===== src/rtl/mac_dot_seq.sv =====
// rtl/mac_dot_seq.sv - signed 8-bit dot-product sequencer driving one mac_unit lane
//
// On a host command this block clears the MAC accumulator, streams len operand pairs
// from two synchronous-read buffers through the MAC one at a time, and returns the
// final accumulator on a valid/ready result port. A MAC that stops answering is
// bounded by a per-element timeout that aborts the command with result_err set.
//
// Ports:
//   clk, reset                 rising-edge clock, synchronous active-high reset
//   start, len, base_a, base_b host command (sampled only while idle)
//   busy                       high whenever a command is in flight
//   rd_en, rd_addr_a/b         read request to both operand buffers
//   rd_data_a/b                signed buffer data, valid the cycle after rd_en
//   mac_clr                    one-cycle accumulator clear (MAC reset = reset | mac_clr)
//   mac_valid, mac_a, mac_b    operand handoff to the MAC
//   mac_done, mac_y            MAC completion pulse and signed accumulator
//   result_valid/ready         result handshake
//   result, result_err         signed dot product; err=1 marks a timeout abort

module mac_dot_seq #(
  parameter int ADDR_W  = 8,
  parameter int LEN_W   = 8,
  parameter int TIMEOUT = 15
) (
  input  logic                     clk,
  input  logic                     reset,
  input  logic                     start,
  input  logic [LEN_W-1:0]         len,
  input  logic [ADDR_W-1:0]        base_a,
  input  logic [ADDR_W-1:0]        base_b,
  output logic                     busy,
  output logic                     rd_en,
  output logic [ADDR_W-1:0]        rd_addr_a,
  output logic [ADDR_W-1:0]        rd_addr_b,
  input  logic signed [7:0]        rd_data_a,
  input  logic signed [7:0]        rd_data_b,
  output logic                     mac_clr,
  output logic                     mac_valid,
  output logic signed [7:0]        mac_a,
  output logic signed [7:0]        mac_b,
  input  logic                     mac_done,
  input  logic signed [31:0]       mac_y,
  output logic                     result_valid,
  input  logic                     result_ready,
  output logic signed [31:0]       result,
  output logic                     result_err
);

  // Wide enough to hold TIMEOUT itself, so the increment on the final WAIT
  // cycle never wraps before the state machine leaves WAIT.
  localparam int WAIT_W = $clog2(TIMEOUT + 1);

  typedef enum logic [2:0] {
    S_IDLE,
    S_CLEAR,
    S_FETCH,
    S_ISSUE,
    S_VALID,
    S_WAIT,
    S_RESULT
  } state_t;

  state_t state;
  state_t state_nxt;

  logic [LEN_W-1:0]  len_q;
  logic [LEN_W-1:0]  cnt;
  logic [LEN_W-1:0]  cnt_inc;
  logic [ADDR_W-1:0] base_a_q;
  logic [ADDR_W-1:0] base_b_q;
  logic [WAIT_W-1:0] wait_cnt;
  logic              last_elem;
  logic              wait_expired;

  // len_q is never zero once a command is running, so len_q-1 cannot underflow.
  assign last_elem    = (cnt == len_q - LEN_W'(1));
  assign cnt_inc      = cnt + LEN_W'(1);
  // wait_cnt is 0 on the first WAIT cycle, so TIMEOUT-1 marks the last allowed one.
  assign wait_expired = (wait_cnt == WAIT_W'(TIMEOUT - 1));

  assign busy = (state != S_IDLE);

  // ---------------------------------------------------------------------------
  // State register
  // ---------------------------------------------------------------------------
  always_ff @(posedge clk) begin
    if (reset) begin
      state <= S_IDLE;
    end else begin
      state <= state_nxt;
    end
  end

  // ---------------------------------------------------------------------------
  // Next state and state-decoded strobes
  // ---------------------------------------------------------------------------
  always_comb begin
    state_nxt    = state;
    rd_en        = 1'b0;
    mac_clr      = 1'b0;
    mac_valid    = 1'b0;
    result_valid = 1'b0;

    case (state)
      S_IDLE: begin
        if (start) begin
          if (len != '0) begin
            state_nxt = S_CLEAR;
          end else begin
            state_nxt = S_RESULT;
          end
        end
      end

      S_CLEAR: begin
        mac_clr   = 1'b1;
        state_nxt = S_FETCH;
      end

      S_FETCH: begin
        rd_en     = 1'b1;
        state_nxt = S_ISSUE;
      end

      S_ISSUE: begin
        state_nxt = S_VALID;
      end

      S_VALID: begin
        mac_valid = 1'b1;
        state_nxt = S_WAIT;
      end

      S_WAIT: begin
        // A done on the final allowed cycle still wins over the timeout.
        if (mac_done) begin
          if (last_elem) begin
            state_nxt = S_RESULT;
          end else begin
            state_nxt = S_FETCH;
          end
        end else if (wait_expired) begin
          state_nxt = S_RESULT;
        end
      end

      S_RESULT: begin
        result_valid = 1'b1;
        if (result_ready) begin
          state_nxt = S_IDLE;
        end
      end

      default: begin
        state_nxt = S_IDLE;
      end
    endcase
  end

  // ---------------------------------------------------------------------------
  // Datapath: command latch, counters, registered addresses/operands/result
  // ---------------------------------------------------------------------------
  always_ff @(posedge clk) begin
    if (reset) begin
      len_q      <= '0;
      cnt        <= '0;
      base_a_q   <= '0;
      base_b_q   <= '0;
      wait_cnt   <= '0;
      rd_addr_a  <= '0;
      rd_addr_b  <= '0;
      mac_a      <= '0;
      mac_b      <= '0;
      result     <= '0;
      result_err <= 1'b0;
    end else begin
      case (state)
        S_IDLE: begin
          if (start) begin
            len_q    <= len;
            base_a_q <= base_a;
            base_b_q <= base_b;
            cnt      <= '0;
            if (len == '0) begin
              result     <= '0;
              result_err <= 1'b0;
            end
          end
        end

        // Addresses are registered, so they are loaded on the edge that enters
        // FETCH: here for element 0, and in WAIT for every later element.
        S_CLEAR: begin
          rd_addr_a <= base_a_q + ADDR_W'(cnt);
          rd_addr_b <= base_b_q + ADDR_W'(cnt);
        end

        S_ISSUE: begin
          mac_a <= rd_data_a;
          mac_b <= rd_data_b;
        end

        S_VALID: begin
          wait_cnt <= '0;
        end

        S_WAIT: begin
          wait_cnt <= wait_cnt + WAIT_W'(1);
          if (mac_done) begin
            if (last_elem) begin
              result     <= mac_y;
              result_err <= 1'b0;
            end else begin
              cnt       <= cnt_inc;
              rd_addr_a <= base_a_q + ADDR_W'(cnt_inc);
              rd_addr_b <= base_b_q + ADDR_W'(cnt_inc);
            end
          end else if (wait_expired) begin
            result     <= '0;
            result_err <= 1'b1;
          end
        end

        default: begin
        end
      endcase
    end
  end

endmodule


===== config.mk =====
export PLATFORM = sky130hd
export DESIGN_NAME = mac_dot_seq
export DESIGN_NICKNAME = d
export VERILOG_FILES = /design/src/rtl/mac_dot_seq.sv
export SDC_FILE = /design/constraint.sdc
export NUM_CORES = 1
export LEC_CHECK = 0
export CAP_MARGIN = 30
export CORE_MARGIN = 1
export CORE_UTILIZATION = 54
export CTS_BUF_LIST = sky130_fd_sc_hd__clkbuf_4 sky130_fd_sc_hd__clkbuf_8
export CTS_CLUSTER_DIAMETER = 120
export DETAILED_ROUTE_END_ITERATION = 6
export GPL_ROUTABILITY_DRIVEN = 0
export PLACE_DENSITY = 0.95
export SLEW_MARGIN = 20
export SYNTH_ARGS = -nofsm -noshare
export SYNTH_HDL_FRONTEND = slang
export SYNTH_SLANG_ARGS = --single-unit

===== constraint.sdc =====
create_clock -name clk -period 4.14 [get_ports clk]
set_input_delay 0.828 -clock clk [delete_from_list [all_inputs] [get_ports clk]]
set_output_delay 0.828 -clock clk [all_outputs]
set_load 0.05 [all_outputs]

==> metrics.csv <==
stage;metric;value;unit
floorplan;Starting Density;0.560;
grt;met3 GRT Util;0.0453;
floorplan;Horiz. Die Dim;100;um
critical_path;crit path DAT;2740;ps
logic_synthesis;post-synthesis cell type count;54;
cts;clock sinks;104;
critical_path;Cell Chain, Critical Path;inv_1, or3_1, inv_1, clkdlybuf4s50_1;
critical_path;Critical Path Fanout Max;15;
logic_synthesis;share of the synthesized area in the top cell type;0.398;
logic_synthesis;#FFs+latches synth;104;
logic_synthesis;count leader, synth;nand2_1;
timing;Slew HR;0.545;
logic_synthesis;register area share after synthesis;0.398;
status;outcome;finished clean;
timing;Clock Skew;14.3;ps
cts;Root Buffer;clkbuf_8;
logic_synthesis;compound-cell area share of the yosys netlist;0.183;
timing;final hold vios;0;
power;LEAKAGE;2.74;nW
worst_hold_path;hold_sp;mac_a[3]$_SDFFE_PP0P_;
power;VDD IR-drop max;0.000176;V
detailed_routing;DRT Wirelength;14900;um
timing;setup TNS;0;ps
logic_synthesis;cell area after synthesis;5230;um2
logic_synthesis;post-synthesis mux area share;0.0632;
logic_synthesis;ys flop type;dfxtp_1;
timing;Slew @ Worst Pin;680;ps
critical_path;worst path required time;3310;ps
cts;Hold Buf Count CTS;0;
logic_synthesis;Syn Nets;737;
grt;total grt overflow;0;
grt;vias in the first global route;5149;
logic_synthesis;synth cell count leaders;nand2_1, dfxtp_1, a21oi_1;
floorplan;core area;9330;um2
grt;met2 GRT Util;0.524;
logic_synthesis;Mapped Cells;639;
finish;Area growth syn-to-layout;32.2;%
floorplan;IO Pins;147;
timing;Final min period;3570;ps
finish;Total Nets Final;858;
logic_synthesis;area share of fa/ha/maj cells after synthesis;0.0531;
cts;Worst-Skew Late Latency;370;ps
logic_synthesis;post-synthesis async set-or-reset flop share;0;
grt;GRT Max-Usage Layer;met2;
logic_synthesis;largest family of logic cells by synthesized area;simple AND/OR/NAND/NOR gates;
logic_synthesis;Avg Inst Size Synth;8.18;um2
critical_path;Setup crit end kind;output port;
detailed_routing;via count;5222;
finish;post-route cell area;6910;um2
timing;Slew Limit Fails;0;
timing;Fin Hold WS;462;ps
logic_synthesis;xor/xnor cell area share of the yosys netlist;0.0515;
place;port buffer count;146;
timing;final setup vio count;0;
critical_path;Setup CP Type;flip-flop to output port;
grt;GRT Overall Usage;0.298;
critical_path;critical path's top delay family;buffers and inverters;
power;PwrDens;307;nW/um2
timing;fin crit share;0.863;
grt;first-pass GRT wire length;24000;um
floorplan;Die ar.;10100;um2
finish;share of cells above drive strength 1;0.0484;
logic_synthesis;Synth area leader;dfxtp_1;
detailed_routing;DRC;0;
critical_path;FF-to-FF Start;state[0]$_SDFFE_PP0P_;
floorplan;Core Rows;35;
detailed_routing;WL per Instance;16.7;um
logic_synthesis;number of synthesized flops with an enable pin;0;
worst_hold_path;Worst Hold Class;flip-flop to flip-flop;
critical_path;cell mode on critical path;inv_1;
cts;post-CTS setup buffer count;0;
grt;met1 global-route usage;0.355;
critical_path;Slowest cell on crit path;clkdlybuf4s50_1;
logic_synthesis;Simple-Gate Fraction of Synth Area;0.199;
place;post-DP HPWL;10700;um
detailed_routing;Pre-antenna DRT Iters;5;
critical_path;Largest stage delay, worst path;820;ps
detailed_routing;1st-iter DRT viols;414;
grt;initial antenna violation count;0;
flow_run;max cap viols;0;
logic_synthesis;Synth area leaders;dfxtp_1, nand2_1, a21oi_1, mux2i_1, ha_1;
cts;H-tree lvl count;3;
finish;Antenna diodes;0;
cts;post-CTS sizing;0;
cts;TritonCTS clock tree;built;
critical_path;critical path buffer and inverter count;3;
critical_path;startpoint types;flip-flop;
place;Placed Instance Area;6690;um2
logic_synthesis;Synthesis Warnings;0;
timing;unrepaired setup endpoints after global routing;no;
detailed_routing;Final ANT Viol Nets;0;
floorplan;Die H;100;um
critical_path;Worst setup startpoint;state[0]$_SDFFE_PP0P_;
cts;Longest Clk Path Bufs;2;
grt;largest net degree at the start of global routing;40;
cts;CTS Buf Count;9;
timing;Max Clk Rate;0.280;GHz
finish;filler instances;635;
cts;clock-pin transition on the worst setup and hold timing paths;100;ps
detailed_routing;drt via density;5.84;
-- stage by stage --
step | total power [mW] | setup slack [ps] | utilization | instances
after floorplan | 1.31 | 1300 | - | 639
after global placement | 1.45 | 913 | 0.717 | 877
after detailed placement | 1.47 | 759 | 0.717 | 877
after CTS | 2.12 | 620 | 0.739 | 893
after global routing | 2.20 | 395 | 0.741 | 894
final | 2.12 | 568 | 0.741 | 894
-- sequential cells by signal, indices dropped and copies added (netlist names) --
register,flops
mac_b,8
result,32
result_err,1
len_q,8
wait_cnt,4
base_b_q,8
rd_addr_a,8
mac_a,8
base_a_q,8
rd_addr_b,8
cnt,8
state,3
-- path summary, 6_finish.rpt --
path / slack, ps / endpoint / cells past startpoint
max reg2reg: 620 / rd_addr_a[7]$_SDFFE_PP0P_ / 11
min reg2reg: 460 / mac_a[3]$_SDFFE_PP0P_ / 2
min: 460 / mac_a[3]$_SDFFE_PP0P_ / 2
max: 570 / mac_clr / 4
-- worst reg2reg max path, cell delays in order (launching register included) --
cell	delay, ps
dfxtp_1	560
nand3b_1	320
inv_1	460
nand2_1	150
xnor2_1	180
ha_1	360
inv_1	70
o21ai_0	290
a2111oi_0	210
or4_1	560
o211ai_1	130
a21oi_1	100
-- final cells by class --
type,instances,area [um2],share of cell area
repair buffers,153,1510,0.219
multi-input cells,474,2880,0.416
clock inverters,5,62.6,0.00906
well taps,129,161,0.0234
inverters,18,67.6,0.00978
clock buffers,11,145,0.0210
flip-flops and latches,104,2080,0.301
-- logic make-up (layout without fill, tap and decap cells) --
logic type                 Yosys count  count (layout)
and+or+nand+nor                    241             241
AOI/OAI and AO/OA                  153             153
DFF                                104             104
buffers and inverters               61             187
muxes                               33              33
xor gates and xnor gates            26              26
adders and majority gates           21              21
-- placed cells by master (no fill, tap or decap), types with 4 or more instances in the layout --
master and count:
or3_1 5, clkdlybuf4s50_1 145, ha_1 19, inv_1 18, xnor2_1 10, dfxtp_1 104, buf_4 6, nor2_1 24
nand2_1 160, nand4_1 7, o21ai_0 21, o21bai_1 4, o211ai_1 16, mux2i_1 33, xor2_1 13, a21oi_1 73
a31o_2 5, nor3_1 10, or4_1 5, clkbuf_8 10, a31oi_1 4, o31ai_1 6, nand3_1 10, o2111ai_1 4
-- power by group --
part           switching, mW  internal (mW)
combinational          0.224          0.165
clock                  0.359          0.308
sequential            0.0344           1.03
-- per-layer routing --
metal  wire length (um)  share of wire  vias to the layer above
met2               7700           0.52                      272
met5                  0              0                        -
met4                525          0.035                        0
li1                   -              -                     2451
met3               1100          0.073                       57
met1               5610           0.38                     2442
(Power assumes the default switching activity.)
